===== config.mk =====
export PLATFORM = sky130hd
export DESIGN_NAME = noc_axi_outstanding_tracker
export DESIGN_NICKNAME = d
export VERILOG_FILES = /design/src/rtl/noc_axi_outstanding_tracker.sv
export SDC_FILE = /design/constraint.sdc
export NUM_CORES = 1
export LEC_CHECK = 0
export ABC_CLOCK_PERIOD_IN_PS = 3300
export BUFFER_PORTS_ARGS = -buffer_cell sky130_fd_sc_hd__buf_2
export CAP_MARGIN = 20
export CORE_AREA = 5 5 113 115
export CTS_CLUSTER_SIZE = 20
export DETAILED_ROUTE_END_ITERATION = 16
export DIE_AREA = 0 0 118 120
export GPL_ROUTABILITY_DRIVEN = 0
export PLACE_DENSITY_LB_ADDON = 0.15
export SYNTH_ARGS = -nofsm -noshare
export SYNTH_HDL_FRONTEND = slang
export SYNTH_SLANG_ARGS = --single-unit

===== constraint.sdc =====
create_clock -name clk -period 3.3 [get_ports clk]
set_clock_uncertainty 0.05 [all_clocks]
set_input_delay 0.165 -clock clk [delete_from_list [all_inputs] [get_ports clk]]
set_output_delay 0.165 -clock clk [all_outputs]
set_load 0.05 [all_outputs]

===== src/rtl/noc_axi_outstanding_tracker.sv =====
// Passive per-port AXI outstanding-transaction tracker: snoops AW/B/AR/R handshakes,
// keeps write/read outstanding counts and raises sticky overflow/underflow/timeout errors.
module noc_axi_outstanding_tracker #(
  parameter int NUM_PORTS       = 2,
  parameter int MAX_OUTSTANDING = 16,
  parameter int TIMEOUT_CYCLES  = 1024,
  localparam int CNT_W          = $clog2(MAX_OUTSTANDING + 1),
  localparam int TO_W           = $clog2(TIMEOUT_CYCLES + 1)
) (
  input  logic                       clk,
  input  logic                       rst_n,
  input  logic                       clr,
  input  logic [NUM_PORTS-1:0]       aw_valid,
  input  logic [NUM_PORTS-1:0]       aw_ready,
  input  logic [NUM_PORTS-1:0]       b_valid,
  input  logic [NUM_PORTS-1:0]       b_ready,
  input  logic [NUM_PORTS-1:0]       ar_valid,
  input  logic [NUM_PORTS-1:0]       ar_ready,
  input  logic [NUM_PORTS-1:0]       r_valid,
  input  logic [NUM_PORTS-1:0]       r_ready,
  input  logic [NUM_PORTS-1:0]       r_last,
  output logic [NUM_PORTS*CNT_W-1:0] wr_outstanding,
  output logic [NUM_PORTS*CNT_W-1:0] rd_outstanding,
  output logic [NUM_PORTS*2-1:0]     err_overflow,
  output logic [NUM_PORTS*2-1:0]     err_underflow,
  output logic [NUM_PORTS*2-1:0]     err_timeout,
  output logic                       irq
);

  typedef enum logic [1:0] {WD_IDLE, WD_WAIT, WD_EXPIRED} wd_state_t;

  localparam logic [CNT_W-1:0] CNT_MAX  = CNT_W'(MAX_OUTSTANDING);
  localparam logic [TO_W-1:0]  WD_LIMIT = TO_W'(TIMEOUT_CYCLES);

  for (genvar p = 0; p < NUM_PORTS; p++) begin : g_port
    // Tracker index 2p is the write direction, 2p+1 the read direction.
    for (genvar d = 0; d < 2; d++) begin : g_dir
      localparam int T = 2 * p + d;

      logic             inc, dec;
      logic             ovf_evt, unf_evt, to_evt;
      logic [CNT_W-1:0] cnt_q, cnt_nxt;
      logic [TO_W-1:0]  wd_q, wd_inc;
      logic             ovf_r, unf_r, to_r;
      wd_state_t        state_q;

      if (d == 0) begin : g_wr
        assign inc = aw_valid[p] & aw_ready[p];
        assign dec = b_valid[p] & b_ready[p];
        assign wr_outstanding[p*CNT_W +: CNT_W] = cnt_q;
      end else begin : g_rd
        assign inc = ar_valid[p] & ar_ready[p];
        assign dec = r_valid[p] & r_ready[p] & r_last[p];
        assign rd_outstanding[p*CNT_W +: CNT_W] = cnt_q;
      end

      always_comb begin
        cnt_nxt = cnt_q;
        ovf_evt = 1'b0;
        unf_evt = 1'b0;
        if (inc && !dec) begin
          if (cnt_q == CNT_MAX) ovf_evt = 1'b1;
          else                  cnt_nxt = cnt_q + 1'b1;
        end else if (dec && !inc) begin
          if (cnt_q == '0) unf_evt = 1'b1;
          else             cnt_nxt = cnt_q - 1'b1;
        end
      end

      // clr restarts the watchdog, so a limit hit cannot coincide with clr.
      assign wd_inc = wd_q + 1'b1;
      assign to_evt = (state_q == WD_WAIT) && !dec && !clr && (wd_inc == WD_LIMIT);

      always_ff @(posedge clk or negedge rst_n) begin
        if (!rst_n) begin
          cnt_q   <= '0;
          wd_q    <= '0;
          state_q <= WD_IDLE;
          ovf_r   <= 1'b0;
          unf_r   <= 1'b0;
          to_r    <= 1'b0;
        end else begin
          cnt_q <= cnt_nxt;
          ovf_r <= ovf_evt | (ovf_r & ~clr);
          unf_r <= unf_evt | (unf_r & ~clr);
          to_r  <= to_evt  | (to_r  & ~clr);
          case (state_q)
            WD_IDLE: begin
              wd_q <= '0;
              if (cnt_nxt != '0) state_q <= WD_WAIT;
            end
            WD_WAIT: begin
              if (cnt_nxt == '0) begin
                state_q <= WD_IDLE;
                wd_q    <= '0;
              end else if (dec || clr) begin
                wd_q <= '0;
              end else if (to_evt) begin
                state_q <= WD_EXPIRED;
                wd_q    <= wd_inc;
              end else begin
                wd_q <= wd_inc;
              end
            end
            WD_EXPIRED: begin
              if (cnt_nxt == '0) begin
                state_q <= WD_IDLE;
                wd_q    <= '0;
              end else if (dec || clr) begin
                state_q <= WD_WAIT;
                wd_q    <= '0;
              end
            end
            default: begin
              state_q <= WD_IDLE;
              wd_q    <= '0;
            end
          endcase
        end
      end

      assign err_overflow[T]  = ovf_r;
      assign err_underflow[T] = unf_r;
      assign err_timeout[T]   = to_r;
    end
  end

  always_ff @(posedge clk or negedge rst_n) begin
    if (!rst_n) irq <= 1'b0;
    else        irq <= |{err_overflow, err_underflow, err_timeout};
  end

endmodule

==> metrics.txt, run 1 <==
period utilization between 80 and 90%; area leader, netlist dfrtp_1; first-pass GRT wire length about 23000 um; Mapped Cells 657; wire length per cell about 16 um; I/O pin count 54; f_max ~0.35 GHz; max cap viols 0; Die W 118 um; CP required 3.45 ns; Final setup viols 0; number of global-route vias before repair ~4.7k; final worst slack around 0.47 ns; clock power share a little over a quarter; Nets between 700 and 800; distinct cell type count of the synthesized netlist 77; Yosys reg bits 85; VDD IR max a little under 0.7 mV; Avg Inst Size Synth between 8 and 9 sq um; # diodes 0; CP max FO 13; vias after detailed routing about 5.1k; Residual DRC 0; Syn Nets slightly below 700; share of the synthesized area in the top cell type 38.6%; worst slew pin tran a little under 0.7 ns; RSZ-0062 raised after global routing no; Internal Power about 2.6 mW; sw power around 1.9 mW; leading cell types by total area after synthesis dfrtp_1, a21oi_1, nand2_1; cell chain of the critical path inv_1 > ha_1 > or4b_4 > nor4b_4 > a311o_1 > or4_4 > nor3_4 > buf_4 > a311oi_1; final worst path period need between 2 and 3 ns; yosys warns 0; total negative slack 0 ns; largest net degree at the start of global routing 33; Initial Utilization a little under half; H-tree depth 3; Startpoint Class flop; crit path kind flop to flop; Slowest Stage Delay on Critical Path roughly 0.50 ns; Die ar. roughly 14000 sq um; CTS sink count 85; Worst-path clk slew 0.06 ns; Async S/R FF share, synth between 90% and 100%; Net Sw Frac between 40% and 50%; leakage 2.73 nW; CP max stage cell or4b_4; DRT antenna net count 0; Area growth, synth to finish 12.6%; Post-Syn Area 5520 sq um; global-route usage over all layers 19.0%; Worst Path Arrival just under 3 ns; CTS Buffer Depth 2; initial antenna violation count 0; chip height around 120 um; layout cell share with drive strength beyond 1 14.8%; Post-synth top flop dfrtp_1; vias per inst between 5 and 6; cts bufs inserted 9; Post-synth EDFFs 0; Clock Latency Late Sink between 0.3 and 0.4 ns; Slew HR 54.5%; Seq pwr share between 30% and 40%; Critical Path End Type flop; Tightest Hold Check Type input port to flop; root buf cell clkbuf_16; status finished, final reports clean; DP Wirelength between 9000 and 10000 um; Seq/Total Area, Yosys between 30% and 40%; Rows 40; CTS resizes 0; share of total power in combinational logic approximately two fifths; Power Total around 4.4 mW; # Post-CTS Setup Buffers 0; Final Max Slew Viols 0; pwr/cell area 714 nW/um^2; PortBufs between 50 and 60; First-pass DRT Iterations 5; CTS tree done; total grt overflow 0; Final Hold Viols 0; final wirelength around 13000 um; core box area about 12000 sq um; Starting DRT DRC Count roughly 430; worst slack, placed ~0.47 ns
==> stage by stage <==
step,util (%),cells,cell area (sq um),hold slack (ns)
2_1_floorplan,-,657,5520,-0.181
3_3_place_gp,50.0,831,5860,0.0821
3_5_place_dp,50.0,831,5860,0.0911
4_1_cts,53.0,848,6210,0.190
5_1_grt,53.0,848,6210,0.199
6_report,53.0,848,6210,0.196
==> kinds of logic after synthesis <==
family / after synthesis / share of synthesized area, %
AOI/OAI and AO/OA: 169 / 20.0
xor gates and xnor gates: 15 / 2.38
adders and majority gates: 16 / 3.63
buffers and inverters: 65 / 5.42
DFF: 85 / 38.6
muxes: 3 / 0.567
and+or+nand+nor: 304 / 29.4
==> layout by cell type (no fill, tap or decap), drive strengths merged, types with 4 or more instances in the layout <==
cell type   n
nor4b       4
a311oi      6
nor2       69
nand2b      4
ha         16
nand3b     12
a22oi       6
o2bb2ai     4
and2       11
a21oi      59
nand4      10
nor3       20
o21ai      36
a211oi      4
nand4b      4
a31oi       6
nand3      43
dfrtp      85
and3       17
or2         5
xor2        6
clkbuf     10
xnor2       9
or3         5
nand2      66
inv        29
nor4       15
buf        63
or4         9
==> timing repair <==
item / 4_1_cts / 5_1_grt
hold endpoints to repair: 30 / 0
hold buffers: 1 / 0
setup endpoints to repair: 0 / 0
==> cells in the mapped netlist, types with 15 or more instances <==
master    instances
nor4_1           15
a21oi_1          56
inv_1            28
o21ai_0          32
nor3_1           19
nand2_1          66
dfrtp_1          85
nand3_1          43
ha_1             16
and3_1           17
clkbuf_1         19
nor2_1           62
==> power by group through the flow <==
| stage | clock network (mW) | logic (mW) | registers, mW |
|---|---|---|---|
| 4_1_cts | 1.19 | 1.76 | 1.52 |
| 2_1_floorplan | 0 | 0.983 | 1.86 |
| 3_5_place_dp | 0 | 1.75 | 1.53 |
| 6_report | 1.16 | 1.75 | 1.52 |
| 5_1_grt | 1.23 | 1.92 | 1.57 |
| 3_3_place_gp | 0 | 1.73 | 1.52 |
==> flip-flops by register name, summed over array words and instances (netlist names) <==
name                  flops
g_port.g_dir.to_r         4
g_port.g_dir.wd_q        44
g_port.g_dir.cnt_q       20
g_port.g_dir.state_q      8
g_port.g_dir.unf_r        4
irq                       1
g_port.g_dir.ovf_r        4
==> layer usage <==
layer  routed length [um]  vias to the layer above  global-route usage, %
li1                     -                     2497                      -
met3                  667                       25                   4.01
met5                    0                        -                      0
met2                 5960                      141                   29.1
met1                 6350                     2400                   26.1
met4                  276                        0                   8.03
==> worst max-delay path, delay by kind of cell, from the launching register on <==
family                   cells  cell delay [ns]
AND/OR/NAND/NOR              4             1.26
AO/OA/AOI/OAI                2             0.37
adder cells (fa/ha/maj)      1             0.22
flip-flops                   1             0.44
buffers and inverters        2             0.34
==> area by class of cell <==
class | count | area (sq um)
clock inverter | 6 | 111
multi-input combinational | 507 | 3100
sequential | 85 | 2130
timing repair buffer | 64 | 353
fill | 1079 | 5500
inverter | 29 | 109
tap | 147 | 184
clock buffer | 10 | 229
==> worst paths after layout <==
check,start,to,slack (ns),depth (start not counted)
worst min register to register,g_port[0].g_dir[1].state_q[0],g_port[0].g_dir[1].state_q[0],0.47,1
max in group asynchronous,rst_n,g_port[1].g_dir[1].cnt_q[2],2.17,3
worst max-delay path,g_port[1].g_dir[0].cnt_q[0],g_port[1].g_dir[0].wd_q[7],0.47,9
min in group asynchronous,rst_n,g_port[0].g_dir[1].wd_q[3],0.25,2
worst min-delay path,clr,g_port[1].g_dir[0].unf_r,0.20,2
worst max register to register,g_port[1].g_dir[0].cnt_q[0],g_port[1].g_dir[0].wd_q[7],0.47,9
Note: power is estimated with default switching activity, not from simulation.
==> run 2: changes to the inputs <==
CORE_AREA = 2 2 110 112   (was 5 5 113 115)
DIE_AREA = 0 0 112 114   (was 0 0 118 120)
==> metrics.txt, run 2 (synthesis gave the netlist of run 1 again) <==
CTS resizes 0 (unchanged); initial antenna violation count 0 (unchanged); PortBufs 53 (unchanged); commonest non-fill, non-tap cells in the layout dfrtp_1, nand2_1, nor2_1 (unchanged); worst slack, placed 0.481 ns (was 0.474 ns); delay-heaviest family, CP simple AND/OR/NAND/NOR gates (unchanged); final worst slack 0.480 ns (was 0.472 ns); Area growth, synth to finish 11.4% (was 12.6%); First-pass DRT Iterations 5 (unchanged); Biggest register g_port.g_dir.wd_q (unchanged); Clock Latency Late Sink 0.34 ns (about the same); CTS sink count 85 (unchanged); Final Max Slew Viols 0 (unchanged); hold slack 0.185 ns (was 0.196 ns); cts bufs inserted 9 (unchanged); share of total power in combinational logic 41.6% (was 39.5%); layout cell share with drive strength beyond 1 15.0% (was 14.8%); core box area 11700 sq um (unchanged); number of global-route vias before repair 4722 (was 4707); wire length per cell 15.7 um (was 15.6 um); I/O pin count 54 (unchanged); Nets 733 (unchanged); H-tree depth 3 (unchanged); hold depth 2 (unchanged); final worst path period need 2.82 ns (was 2.83 ns); CTS Buffer Depth 2 (unchanged); CP max FO 13 (unchanged); Power Total 4.22 mW (was 4.43 mW); Slew HR 48.8% (was 54.5%); leakage 2.71 nW (was 2.73 nW); commonest non-fill, non-tap cell in the layout dfrtp_1 (unchanged); period utilization 85.5% (was 85.7%); Worst Path Arrival 2.98 ns (about the same); CP max stage cell or4b_4 (unchanged); Startpoint Class flop (unchanged); Seq pwr share 36.0% (was 34.3%); CP required 3.46 ns (was 3.45 ns); Initial Utilization 47.1% (unchanged); number of non-filler instances in the completed layout 848 (unchanged); register area 2130 sq um (unchanged); Worst-path clk slew 0.06 ns (about the same); sw power 1.86 mW (was 1.88 mW); final instance area 6150 sq um (was 6210 sq um); max cap viols 0 (unchanged); Critical Path End Type flop (unchanged); DP Area 5860 sq um (unchanged); max FFs per register 44 (unchanged); first-pass GRT wire length 22400 um (was 22700 um); Tightest Hold Check Type input port to flop (unchanged); cell count along the critical path 9 (unchanged); largest net degree at the start of global routing 45 (was 33); Rows 40 (unchanged); vias after detailed routing 5055 (was 5063); fin util 52.5% (was 53.0%); Placed Cells 831 (unchanged); RSZ-0062 raised after global routing no (unchanged); Net Sw Frac 44.2% (was 42.5%); global-route usage over all layers 21.3% (was 19.0%); final wirelength 13300 um (about the same); CTS tree done (unchanged); Die ar. 12800 sq um (was 14200 sq um); vias per inst 5.96 (was 5.97); Layout fillers 1126 (was 1079); Reg2Reg Depth 9 (unchanged); Top Registers g_port.g_dir.wd_q x44, g_port.g_dir.cnt_q x20, g_port.g_dir.state_q x8 (unchanged); Slowest Stage Delay on Critical Path 0.50 ns (about the same); worst slew pin tran 0.761 ns (was 0.673 ns); Die W 112 um (was 118 um); f_max 0.355 GHz (was 0.354 GHz); status finished, final reports clean (unchanged); area of the multi-input gates 3100 sq um (unchanged); DP Wirelength 9440 um (was 9510 um); total negative slack 0 ns (unchanged); cell chain of the critical path inv_1 > ha_1 > or4b_4 > nor4b_4 > a311o_1 > or4_4 > nor3_4 > buf_4 > a311oi_1 (unchanged); Final setup viols 0 (unchanged); DRT antenna net count 0 (unchanged); Starting DRT DRC Count 475 (was 431); VDD IR max 0.446 mV (was 0.674 mV); # diodes 0 (unchanged); worst path buffer plus inverter count 2 (unchanged); Final Hold Viols 0 (unchanged); crit path kind flop to flop (unchanged); Internal Power 2.36 mW (was 2.55 mW); Residual DRC 0 (unchanged); root buf cell clkbuf_16 (unchanged); total grt overflow 0 (unchanged); clock power share 22.5% (was 26.1%); chip height 114 um (was 120 um); pwr/cell area 687 nW/um^2 (was 714 nW/um^2)
## run 2: changes by cell type in the layout (fill, tap and decap cells not counted), sizes merged
cell	change
clkinv	+3
bufinv	-3
clkinvlp	-1
clkbuf	+1
## run 2: power groups by stage
stage	Combinational, mW	Sequential (mW)	Clock (mW)
after CTS	1.76	1.52	0.976
after global routing	1.92	1.56	1.02
after global placement	1.73	1.52	0
after floorplan	0.983	1.86	0
after detailed placement	1.75	1.53	0
final	1.75	1.52	0.948
## run 2: layout make-up
class / instances / share of cell area [%]
clock buffers: 11 / 4.11
clock inverters: 5 / 0.407
inverters: 29 / 1.77
multi-input cells: 507 / 50.4
flip-flops and latches: 85 / 34.6
well taps: 147 / 2.99
repair buffers: 64 / 5.74
## run 2: path summary, 6_finish.rpt
path | from | to | slack, ns
min in group asynchronous | rst_n | g_port[0].g_dir[1].wd_q[5] | 0.31
setup reg to reg | g_port[1].g_dir[0].cnt_q[0] | g_port[1].g_dir[0].wd_q[7] | 0.48
setup / recovery | g_port[1].g_dir[0].cnt_q[0] | g_port[1].g_dir[0].wd_q[7] | 0.48
max in group asynchronous | rst_n | g_port[1].g_dir[0].wd_q[1] | 2.15
hold reg to reg | g_port[0].g_dir[1].state_q[0] | g_port[0].g_dir[1].state_q[0] | 0.46
hold / removal | clr | g_port[1].g_dir[0].unf_r | 0.19
## run 2: repair_timing
item,4_1_cts,5_1_grt
hold buffers,1,0
buffers inserted,0,0
hold endpoints to repair,42,0
## run 2: per-layer routing
metal  routed length, um  GRT usage, %  up-vias
met2                6230          34.4      128
met1                6270          29.3     2419
li1                    -             -     2494
met5                   0             0        -
met3                 575          3.40       14
met4                 205          7.97        0
==> run 3: changes to the inputs <==
GPL_TIMING_DRIVEN = 0   (was default)
PLACE_DENSITY = 0.67   (was default)
PLACE_DENSITY_LB_ADDON = default   (was 0.15)
TNS_END_PERCENT = 1   (was default)
==> metrics.txt, run 3 (synthesis gave the netlist of run 1 again) <==
worst slack, placed 0.0138 ns (was 0.481 ns); number of global-route vias before repair 4706 (was 4722); VDD IR max 0.517 mV (was 0.446 mV); Area growth, synth to finish 14.3% (was 11.4%); final worst slack 0.415 ns (was 0.480 ns); worst slew pin tran 0.865 ns (was 0.761 ns); wire length per cell 15.1 um (was 15.7 um); First-pass DRT Iterations 5 (unchanged); Die W 112 um (unchanged); Clock Latency Late Sink 0.35 ns (was 0.34 ns); total grt overflow 0 (unchanged); Reg2Reg Depth 9 (unchanged); # Post-CTS Setup Buffers 0 (unchanged); Starting DRT DRC Count 311 (was 475); final wirelength 13300 um (about the same); RSZ-0062 raised after global routing no (unchanged); largest net degree at the start of global routing 67 (was 45); Net Sw Frac 44.3% (was 44.2%); I/O pin count 54 (unchanged); final worst path period need 2.88 ns (was 2.82 ns); DP Wirelength 9550 um (was 9440 um); CTS sink count 85 (unchanged); max FFs per register 44 (unchanged); first-pass GRT wire length 22400 um (about the same); Slew HR 42.2% (was 48.8%); # diodes 0 (unchanged); leakage 2.78 nW (was 2.71 nW); initial antenna violation count 0 (unchanged); period utilization 87.4% (was 85.5%); cts bufs inserted 9 (unchanged); PortBufs 52 (was 53); Final setup viols 0 (unchanged); Top Registers g_port.g_dir.wd_q x44, g_port.g_dir.cnt_q x20, g_port.g_dir.state_q x8 (unchanged); reg2reg setup slack 0.42 ns (was 0.48 ns); max cap viols 0 (unchanged); worst setup path startpoint g_port[1].g_dir[0].cnt_q[0] (unchanged); commonest non-fill, non-tap cell in the layout dfrtp_1 (unchanged); global-route usage over all layers 21.4% (was 21.3%); layout cell share with drive strength beyond 1 15.5% (was 15.0%); Critical Path End Type flop (unchanged); Worst-path clk slew 0.06 ns (about the same); CTS Buffer Depth 2 (unchanged); Initial Utilization 47.1% (unchanged); sw power 1.89 mW (was 1.86 mW); Layout fillers 1116 (was 1126); Internal Power 2.38 mW (was 2.36 mW); f_max 0.347 GHz (was 0.355 GHz); Rows 40 (unchanged); total negative slack 0 ns (unchanged); Worst Path Arrival 3.07 ns (was 2.98 ns); vias after detailed routing 5162 (was 5055); Biggest register g_port.g_dir.wd_q (unchanged); vias per inst 5.89 (was 5.96); crit path kind flop to flop (unchanged); Seq pwr share 35.0% (was 36.0%); pwr/cell area 677 nW/um^2 (was 687 nW/um^2); CTS tree done (unchanged); Nets 761 (was 733); Tightest Hold Check Type input port to async pin (was input port to flop); commonest non-fill, non-tap cells in the layout dfrtp_1, nand2_1, nor2_1 (unchanged); reg-to-reg startpoint g_port[1].g_dir[0].cnt_q[0] (unchanged); Final Hold Viols 0 (unchanged); root buf cell clkbuf_16 (unchanged); Placed Cells 859 (was 831); CP required 3.49 ns (was 3.46 ns); CP max FO 10 (was 13); worst reg2reg endpoint g_port[1].g_dir[0].wd_q[9] (was g_port[1].g_dir[0].wd_q[7]); final instance area 6310 sq um (was 6150 sq um); chip height 114 um (unchanged); core box area 11700 sq um (unchanged); share of total power in combinational logic 42.5% (was 41.6%); Startpoint Class flop (unchanged); Final Max Slew Viols 0 (unchanged); DP Area 6000 sq um (was 5860 sq um); fin util 53.9% (was 52.5%); DRT antenna net count 0 (unchanged); Residual DRC 0 (unchanged); number of non-filler instances in the completed layout 876 (was 848); status finished, final reports clean (unchanged); H-tree depth 3 (unchanged); Die ar. 12800 sq um (unchanged); clock power share 22.5% (about the same)
## run 3: cell count changes in the layout (fill, tap and decap cells not counted), moves of 2 or more
cell | before | now
buf_2 | 52 | 55
buf_4 | 11 | 13
clkinv_2 | 5 | 3
clkbuf_1 | 0 | 20
buf_1 | 0 | 2
## run 3: worst max-delay path by stage
stage | depth (start not counted) | endpoint | slack, ns
2_1_floorplan | 9 | g_port[1].g_dir[0].wd_q[1] | 0.44
3_3_place_gp | 10 | g_port[1].g_dir[1].wd_q[0] | 0.15
3_5_place_dp | 10 | g_port[1].g_dir[1].state_q[1] | 0.01
4_1_cts | 10 | g_port[1].g_dir[1].wd_q[0] | 0.01
5_1_grt | 10 | g_port[1].g_dir[1].wd_q[8] | 0.18
6_report | 9 | g_port[1].g_dir[0].wd_q[9] | 0.42
## run 3: layout make-up
| type | instances | area (sq um) | area share [%] |
|---|---|---|---|
| plain buffers | 36 | 190 | 3.02 |
| well taps | 147 | 184 | 2.92 |
| flip-flops and latches | 85 | 2130 | 33.7 |
| clock buffers | 12 | 256 | 4.07 |
| inverters | 29 | 109 | 1.73 |
| repair buffers | 56 | 310 | 4.92 |
| multi-input cells | 507 | 3110 | 49.3 |
| clock inverters | 4 | 22.5 | 0.357 |
## run 3: repair_timing
item,in CTS,in global routing
hold endpoints to repair,19,0
hold buffers,1,0
endpoints found under the setup margin,0,21
resized for setup,0,3
## run 3: through the flow
| stage | hold WS [ns] | total power, mW |
|---|---|---|
| after floorplan | -0.181 | 2.84 |
| after global placement | 0.443 | 3.24 |
| after detailed placement | 0.0248 | 3.30 |
| after CTS | 0.199 | 4.29 |
| after global routing | 0.219 | 4.56 |
| final | 0.194 | 4.27 |
## run 3: metal layers
| layer | vias up | GRT usage [%] | share of wire, % |
|---|---|---|---|
| met5 | - | 0 | 0 |
| met1 | 2460 | 30.0 | 48 |
| met3 | 17 | 4.14 | 4.6 |
| met2 | 125 | 33.5 | 46 |
| li1 | 2560 | - | - |
| met4 | 0 | 6.99 | 1.7 |
## run 3: worst max-delay path, stage by stage (launching register included)
cell and delay (ns):
dfrtp_1 0.45, inv_1 0.09, ha_1 0.23, or4b_4 0.52, nor4b_4 0.15, a311o_1 0.30
or4_4 0.50, nor3_4 0.22, buf_6 0.21, nor2_2 0.05
## run 3: power groups by stage
stage                     clock network, mW  registers [mW]  logic (mW)
final                                 0.960            1.49        1.82
after global placement                    0            1.49        1.76
after detailed placement                  0            1.50        1.80
after global routing                   1.04            1.53        1.99
after CTS                             0.993            1.48        1.81
after floorplan                           0            1.86       0.983
